$ cat src/rtl/alu_seq_pkg.sv
`default_nettype none
// ============================================================================
// Module   : alu_seq_pkg
// Brief    : Shared definitions for the nibble-serial shared-ALU controller:
//            op codes, slice width and controller FSM encoding.
// Revision : 1.0 - initial release
// ============================================================================
package alu_seq_pkg;

  localparam int NIBBLE_W = 4;

  localparam logic [1:0] OP_AND = 2'b00;
  localparam logic [1:0] OP_OR  = 2'b01;
  localparam logic [1:0] OP_ADD = 2'b10;
  localparam logic [1:0] OP_SUB = 2'b11;

  typedef enum logic [1:0] {
    IDLE = 2'd0,
    EXEC = 2'd1,
    DONE = 2'd2
  } state_e;

endpackage
`default_nettype wire

$ cat src/rtl/alu_nibble.sv
`default_nettype none
// ============================================================================
// Module   : alu_nibble
// Brief    : Combinational 4-bit ALU slice (AND / OR / ADD). Op 11 yields
//            zero; subtraction is built by the controller as ADD with ~b.
// Revision : 1.0 - initial release
// ============================================================================
module alu_nibble
  import alu_seq_pkg::*;
(
  input  logic [NIBBLE_W-1:0] a,
  input  logic [NIBBLE_W-1:0] b,
  input  logic                cin,
  input  logic [1:0]          op,
  output logic [NIBBLE_W-1:0] res,
  output logic                cout
);

  logic [NIBBLE_W:0]   carry;
  logic [NIBBLE_W-1:0] sum;

  // Ripple full-adder chain, then select the result by op code.
  always_comb begin
    carry    = '0;
    sum      = '0;
    carry[0] = cin;
    for (int i = 0; i < NIBBLE_W; i++) begin
      sum[i]     = a[i] ^ b[i] ^ carry[i];
      carry[i+1] = (a[i] & b[i]) | (carry[i] & (a[i] ^ b[i]));
    end

    res  = '0;
    cout = 1'b0;
    case (op)
      OP_AND:  res = a & b;
      OP_OR:   res = a | b;
      OP_ADD: begin
        res  = sum;
        cout = carry[NIBBLE_W];
      end
      default: begin
        res  = '0;
        cout = 1'b0;
      end
    endcase
  end

endmodule
`default_nettype wire

$ cat src/rtl/alu16_seq_arb.sv
`default_nettype none
// ============================================================================
// Module   : alu16_seq_arb
// Brief    : Two-requester round-robin controller for one 4-bit ALU slice.
//            Each WIDTH-bit operation runs LS nibble first, one nibble per
//            cycle, carry held in a register; result returned over a
//            valid/ready response handshake.
// Config   : ALU_SEQ_SUB_EN - when defined, op 11 computes a - b as
//            a + ~b + 1 (cin ignored); otherwise op 11 returns zero.
// Revision : 1.0 - initial release
// ============================================================================
module alu16_seq_arb
  import alu_seq_pkg::*;
#(
  parameter int WIDTH = 16
) (
  input  logic             clk,
  input  logic             rst_n,
  input  logic             req0_valid,
  output logic             req0_ready,
  input  logic [WIDTH-1:0] req0_a,
  input  logic [WIDTH-1:0] req0_b,
  input  logic [1:0]       req0_op,
  input  logic             req0_cin,
  input  logic             req1_valid,
  output logic             req1_ready,
  input  logic [WIDTH-1:0] req1_a,
  input  logic [WIDTH-1:0] req1_b,
  input  logic [1:0]       req1_op,
  input  logic             req1_cin,
  output logic             rsp_valid,
  input  logic             rsp_ready,
  output logic [WIDTH-1:0] rsp_res,
  output logic             rsp_cout,
  output logic             rsp_id
);

  localparam int NIB   = WIDTH / NIBBLE_W;
  localparam int CNT_W = (NIB > 1) ? $clog2(NIB) : 1;
  localparam logic [CNT_W-1:0] LAST_NIB = CNT_W'(NIB - 1);

  state_e               state_q, state_d;
  logic                 last_grant_q, last_grant_d;
  logic [CNT_W-1:0]     nib_cnt_q, nib_cnt_d;
  logic                 carry_q, carry_d;
  logic [WIDTH-1:0]     a_q, a_d;
  logic [WIDTH-1:0]     b_q, b_d;
  logic [1:0]           op_q, op_d;
  logic [WIDTH-1:0]     res_q, res_d;
  logic                 cout_q, cout_d;
  logic                 id_q, id_d;
  logic                 valid_q, valid_d;

  logic                 grant0, grant1;
  logic                 sel1;
  logic [1:0]           sel_op;
  logic [NIBBLE_W-1:0]  slice_a, slice_b, slice_res;
  logic [1:0]           slice_op;
  logic                 slice_cout;
  int                   lsb;

  // Round-robin grant: a lone requester wins; on a tie the one not granted
  // last wins. Ready is held low while reset is asserted.
  always_comb begin
    grant0     = req0_valid && (!req1_valid || last_grant_q);
    grant1     = req1_valid && (!req0_valid || !last_grant_q);
    req0_ready = rst_n && (state_q == IDLE) && grant0;
    req1_ready = rst_n && (state_q == IDLE) && grant1;
    sel1       = req1_ready;
    sel_op     = sel1 ? req1_op : req0_op;
  end

  // Present the current nibble of the latched operands to the slice.
  always_comb begin
    lsb      = int'(nib_cnt_q) * NIBBLE_W;
    slice_a  = a_q[lsb +: NIBBLE_W];
    slice_b  = b_q[lsb +: NIBBLE_W];
    slice_op = op_q;
`ifdef ALU_SEQ_SUB_EN
    if (op_q == OP_SUB) begin
      slice_b  = ~b_q[lsb +: NIBBLE_W];
      slice_op = OP_ADD;
    end
`endif
  end

  alu_nibble u_alu_nibble (
    .a    (slice_a),
    .b    (slice_b),
    .cin  (carry_q),
    .op   (slice_op),
    .res  (slice_res),
    .cout (slice_cout)
  );

  // Next-state and datapath update for the accept / execute / respond cycle.
  always_comb begin
    state_d      = state_q;
    last_grant_d = last_grant_q;
    nib_cnt_d    = nib_cnt_q;
    carry_d      = carry_q;
    a_d          = a_q;
    b_d          = b_q;
    op_d         = op_q;
    res_d        = res_q;
    cout_d       = cout_q;
    id_d         = id_q;
    valid_d      = valid_q;

    case (state_q)
      IDLE: begin
        if (req0_ready || req1_ready) begin
          state_d      = EXEC;
          last_grant_d = sel1;
          id_d         = sel1;
          a_d          = sel1 ? req1_a   : req0_a;
          b_d          = sel1 ? req1_b   : req0_b;
          op_d         = sel_op;
          carry_d      = sel1 ? req1_cin : req0_cin;
`ifdef ALU_SEQ_SUB_EN
          if (sel_op == OP_SUB) begin
            carry_d = 1'b1;
          end
`endif
          nib_cnt_d    = '0;
        end
      end
      EXEC: begin
        res_d[lsb +: NIBBLE_W] = slice_res;
        carry_d                = slice_cout;
        if (nib_cnt_q == LAST_NIB) begin
          nib_cnt_d = '0;
          cout_d    = slice_cout;
          valid_d   = 1'b1;
          state_d   = DONE;
        end else begin
          nib_cnt_d = nib_cnt_q + 1'b1;
        end
      end
      DONE: begin
        if (rsp_ready) begin
          valid_d = 1'b0;
          state_d = IDLE;
        end
      end
      default: begin
        valid_d = 1'b0;
        state_d = IDLE;
      end
    endcase
  end

  // State and datapath registers; reset discards any in-flight operation.
  always_ff @(posedge clk or negedge rst_n) begin
    if (!rst_n) begin
      state_q      <= IDLE;
      last_grant_q <= 1'b1;
      nib_cnt_q    <= '0;
      carry_q      <= 1'b0;
      a_q          <= '0;
      b_q          <= '0;
      op_q         <= OP_AND;
      res_q        <= '0;
      cout_q       <= 1'b0;
      id_q         <= 1'b0;
      valid_q      <= 1'b0;
    end else begin
      state_q      <= state_d;
      last_grant_q <= last_grant_d;
      nib_cnt_q    <= nib_cnt_d;
      carry_q      <= carry_d;
      a_q          <= a_d;
      b_q          <= b_d;
      op_q         <= op_d;
      res_q        <= res_d;
      cout_q       <= cout_d;
      id_q         <= id_d;
      valid_q      <= valid_d;
    end
  end

  assign rsp_valid = valid_q;
  assign rsp_res   = res_q;
  assign rsp_cout  = cout_q;
  assign rsp_id    = id_q;

endmodule
`default_nettype wire

$ cat config.mk
export PLATFORM = sky130hd
export DESIGN_NAME = alu16_seq_arb
export DESIGN_NICKNAME = d
export VERILOG_FILES = /design/src/rtl/alu_seq_pkg.sv /design/src/rtl/alu_nibble.sv /design/src/rtl/alu16_seq_arb.sv
export SDC_FILE = /design/constraint.sdc
export NUM_CORES = 1
export LEC_CHECK = 0
export CAP_MARGIN = 20
export CORE_ASPECT_RATIO = 2
export CORE_UTILIZATION = 45
export CTS_CLUSTER_DIAMETER = 100
export DETAILED_ROUTE_END_ITERATION = 8
export DONT_BUFFER_PORTS = 1
export PLACE_DENSITY = 0.65
export SKIP_CTS_REPAIR_TIMING = 1
export SLEW_MARGIN = 20
export SYNTH_ARGS = -nofsm -noshare
export SYNTH_HDL_FRONTEND = slang
export SYNTH_SLANG_ARGS = --single-unit
$ cat constraint.sdc
create_clock -name clk -period 9 [get_ports clk]
set_input_delay 0.9 -clock clk [delete_from_list [all_inputs] [get_ports clk]]
set_output_delay 0.9 -clock clk [all_outputs]
set_load 0.005 [all_outputs]
==> impl_metrics.py <==
metrics = {
    "synthesis": {
        "yosys.area.top_type": "dfrtp_1",
        "synth_common_cells": "93 x nand2_1, 58 x dfrtp_1, 40 x nor2_1",
        "yosys_warnings": 0,
        "synthFlopType": "dfrtp_1",
        "yosysMostFrequentCell": "nand2_1",
        "syn_avg_cell_area_sq_um": 9.271,
        "postSynthNetCount": 435,
        "syn_inst": 342,
        "synth_top_area_share_pct": 45.78,
        "synth-edff-count": 0,
        "synth-seq-cells": 59,
        "synth-async-reset-ratio_pct": 100.0,
        "yosysSeqAreaShare_pct": 46.61,
        "synth_area_leaders": "dfrtp_1 46%, nand2_1 11%, a31oi_1 6.7%",
        "syn_area_sq_um": 3171,
        "ys_types": 37,
    },
    "die": {
        "core-area_sq_um": 6887,
        "die_height_microns": 120.7,
        "ios": 96,
        "die_area_sq_um": 7406,
        "start_util_pct": 46.04,
        "die_x_microns": 61.36,
        "rows": 43,
    },
    "sta": {
        "hold_viol_final": 0,
        "fin_hold_ws_ns": 0.2647,
        "rsz0062_at_grt": "false",
        "worst_pin_slew_ns": 0.7117,
        "fin_setup_tns_ns": 0,
        "setup_viol": 0,
        "period_share_pct": 37.17,
        "timing.final.max_slew_violations": 0,
        "fin_crit_ns": 3.345,
        "clock.fmax_mhz": 299.0,
        "finalClockSkew_ns": 0.004991,
        "relSlewSlack_pct": 52.46,
    },
    "placed_design": {
        "portBuffers": 0,
        "post-dp-hpwl_microns": 5174,
        "gp_congestion": 0.8776,
        "dp_cells": 416,
    },
    "detailed_routing": {
        "drtPass1Iterations": 6,
        "ant_nets": 0,
        "wire_per_inst_microns": 15.76,
        "viasPerCell": 5.426,
        "drt_iter0_drc": 61,
        "wirelength_microns": 6808,
        "num_vias": 2344,
        "drc": 0,
    },
    "cells_and_area": {
        "area_growth_pct": 11.33,
        "fin_cells": 432,
        "antennaDiodeCount": 0,
        "layout-drive-gt1-share_pct": 10.23,
        "final_nets": 430,
    },
    "clocking": {
        "clk_pin_slew_worst_paths_ns": 0.05,
        "cts_tree": "yes",
        "root_buffer": "clkbuf_16",
        "cts_buffer_depth": 2,
        "htree_levels": 3,
        "cts_made_buffers": 9,
        "clkSinkCount": 59,
        "clk_latency_ns": 0.33,
    },
    "critical_path": {
        "crit_path_start": "rst_n",
        "rr_startpoint": "nib_cnt_q[1]",
        "crit_buf_inv": 1,
        "endpoint_kind": "output pin",
        "reg2reg_to": "rsp_res[11]",
        "slowest_stage": "inv_2",
        "cp.arrival_ns": 2.45,
        "start_kind": "input port",
        "cp.required_ns": 8.10,
        "crit_chain": "nor3b_2 -> nand3_2 -> inv_2",
        "cp_max_fo": 61,
        "r2r_slack_ns": 5.82,
        "critical_path.top_delay_family": "simple AND/OR/NAND/NOR gates",
        "critPathKind": "in -> out",
        "ff2ff_path_depth": 10,
        "crit_path_max_incr_delay_ns": 0.69,
    },
    "power_and_ir_drop": {
        "power.density_nw_per_um2": 399.1,
        "seq_power_share_pct": 34.8,
        "p_leak_nw": 1.634,
        "swShare_pct": 38.35,
        "ir_worst_vdd_uv": 168.1,
        "switchingPower_w": 0.0005403,
        "pwr-share-comb_pct": 40.4,
        "intPower_w": 0.0008685,
        "p_clk_share_pct": 24.8,
    },
    "global_route": {
        "use_met3_pct": 6.524,
        "grt_pass1_vias": 2361,
        "overflow": 0,
        "grt_pass1_wl_microns": 11030,
        "antenna_found_initial": 0,
        "use_met2_pct": 36.35,
        "grt_max_degree": 72,
        "grtUsageTotal_pct": 20.94,
        "grt-busiest-layer": "met2",
        "grt_use_met1_pct": 21.84,
    },
    "hold_path": {
        "hp-class": "in -> async",
    },
    "status": {
        "status": "completed",
    },
    "run": {
        "drv_cap": 0,
    },
}
==> cell families after synthesis <==
group / count (synthesis) / synth area share (%)
mux: 13 / 7.340
buf+inv: 36 / 4.814
flops: 59 / 46.61
simple gates: 149 / 19.57
fa+ha+maj: 18 / 8.051
compound gates: 67 / 13.62
==> how the worst max path moves through the flow <==
stage / slack, ns / end / cells after the start
2_1_floorplan: 6.10 / rsp_res[11] / 11
3_3_place_gp: 5.72 / req0_ready / 3
3_5_place_dp: 5.62 / req0_ready / 3
4_1_cts: 5.61 / req0_ready / 3
5_1_grt: 5.43 / req0_ready / 3
6_report: 5.65 / req0_ready / 3
==> power by group through the flow <==
stage / Combinational, W / Clock [W] / Sequential (W)
floorplan: 0.000475 / 0 / 0.000451
global route: 0.000661 / 0.000368 / 0.000508
global placement: 0.000557 / 0 / 0.000492
CTS: 0.000579 / 0.000354 / 0.000493
finish: 0.000570 / 0.000349 / 0.000490
detailed placement: 0.000576 / 0 / 0.000497
==> final cells by class <==
class / instances / area [sq um]
timing repair buffer: 2 / 15.01
multi-input combinational: 247 / 1543
clock inverter: 4 / 47.55
sequential: 59 / 1478
tap: 90 / 112.6
inverter: 18 / 67.56
clock buffer: 12 / 266.5
fill: 671 / 3357
==> layout by cell type, fill, tap and decap left out, drive strengths merged <==
cell	instances
nand3	2
dfrtp	58
nand2b	3
a221o	1
a31oi	34
nor2b	2
buf	2
o21ai	16
mux2i	3
o22a	2
nor3b	1
or2b	1
o22ai	2
and2b	1
a22o	8
clkbuf	12
nand2	94
fa	4
clkinvlp	1
nor4	2
mux4	8
or4	1
a21oi	1
clkinv	2
dfstp	1
mux2	2
a21boi	1
o31ai	1
inv	18
nand4	1
nor2	40
ha	14
bufinv	1
and3	1
o2bb2ai	1
==> metal layers <==
| metal | share of wire, % | up-vias |
|---|---|---|
| li1 | - | 1156 |
| met1 | 36 | 1105 |
| met2 | 56 | 70 |
| met3 | 5.1 | 13 |
| met4 | 2.7 | 0 |
| met5 | 0 | - |
==> through the flow <==
stage / area, sq um / utilization [%] / power [W] / worst slack [ns]
CTS: 3530 / 51.25 / 0.001426 / 5.613
finish: 3530 / 51.25 / 0.001409 / 5.655
global placement: 3216 / 46.69 / 0.001049 / 5.717
floorplan: 3171 / - / 0.0009262 / 6.099
global route: 3530 / 51.25 / 0.001537 / 5.428
detailed placement: 3216 / 46.69 / 0.001073 / 5.620
==> flip-flops by register name (all words and copies together) (netlist names) <==
register,cells
state_q,2
b_q,16
rsp_id,1
rsp_cout,1
last_grant_q,1
nib_cnt_q,2
rsp_valid,1
rsp_res,16
a_q,16
carry_q,1
op_q,2
Note: power is estimated with default switching activity, not from simulation.
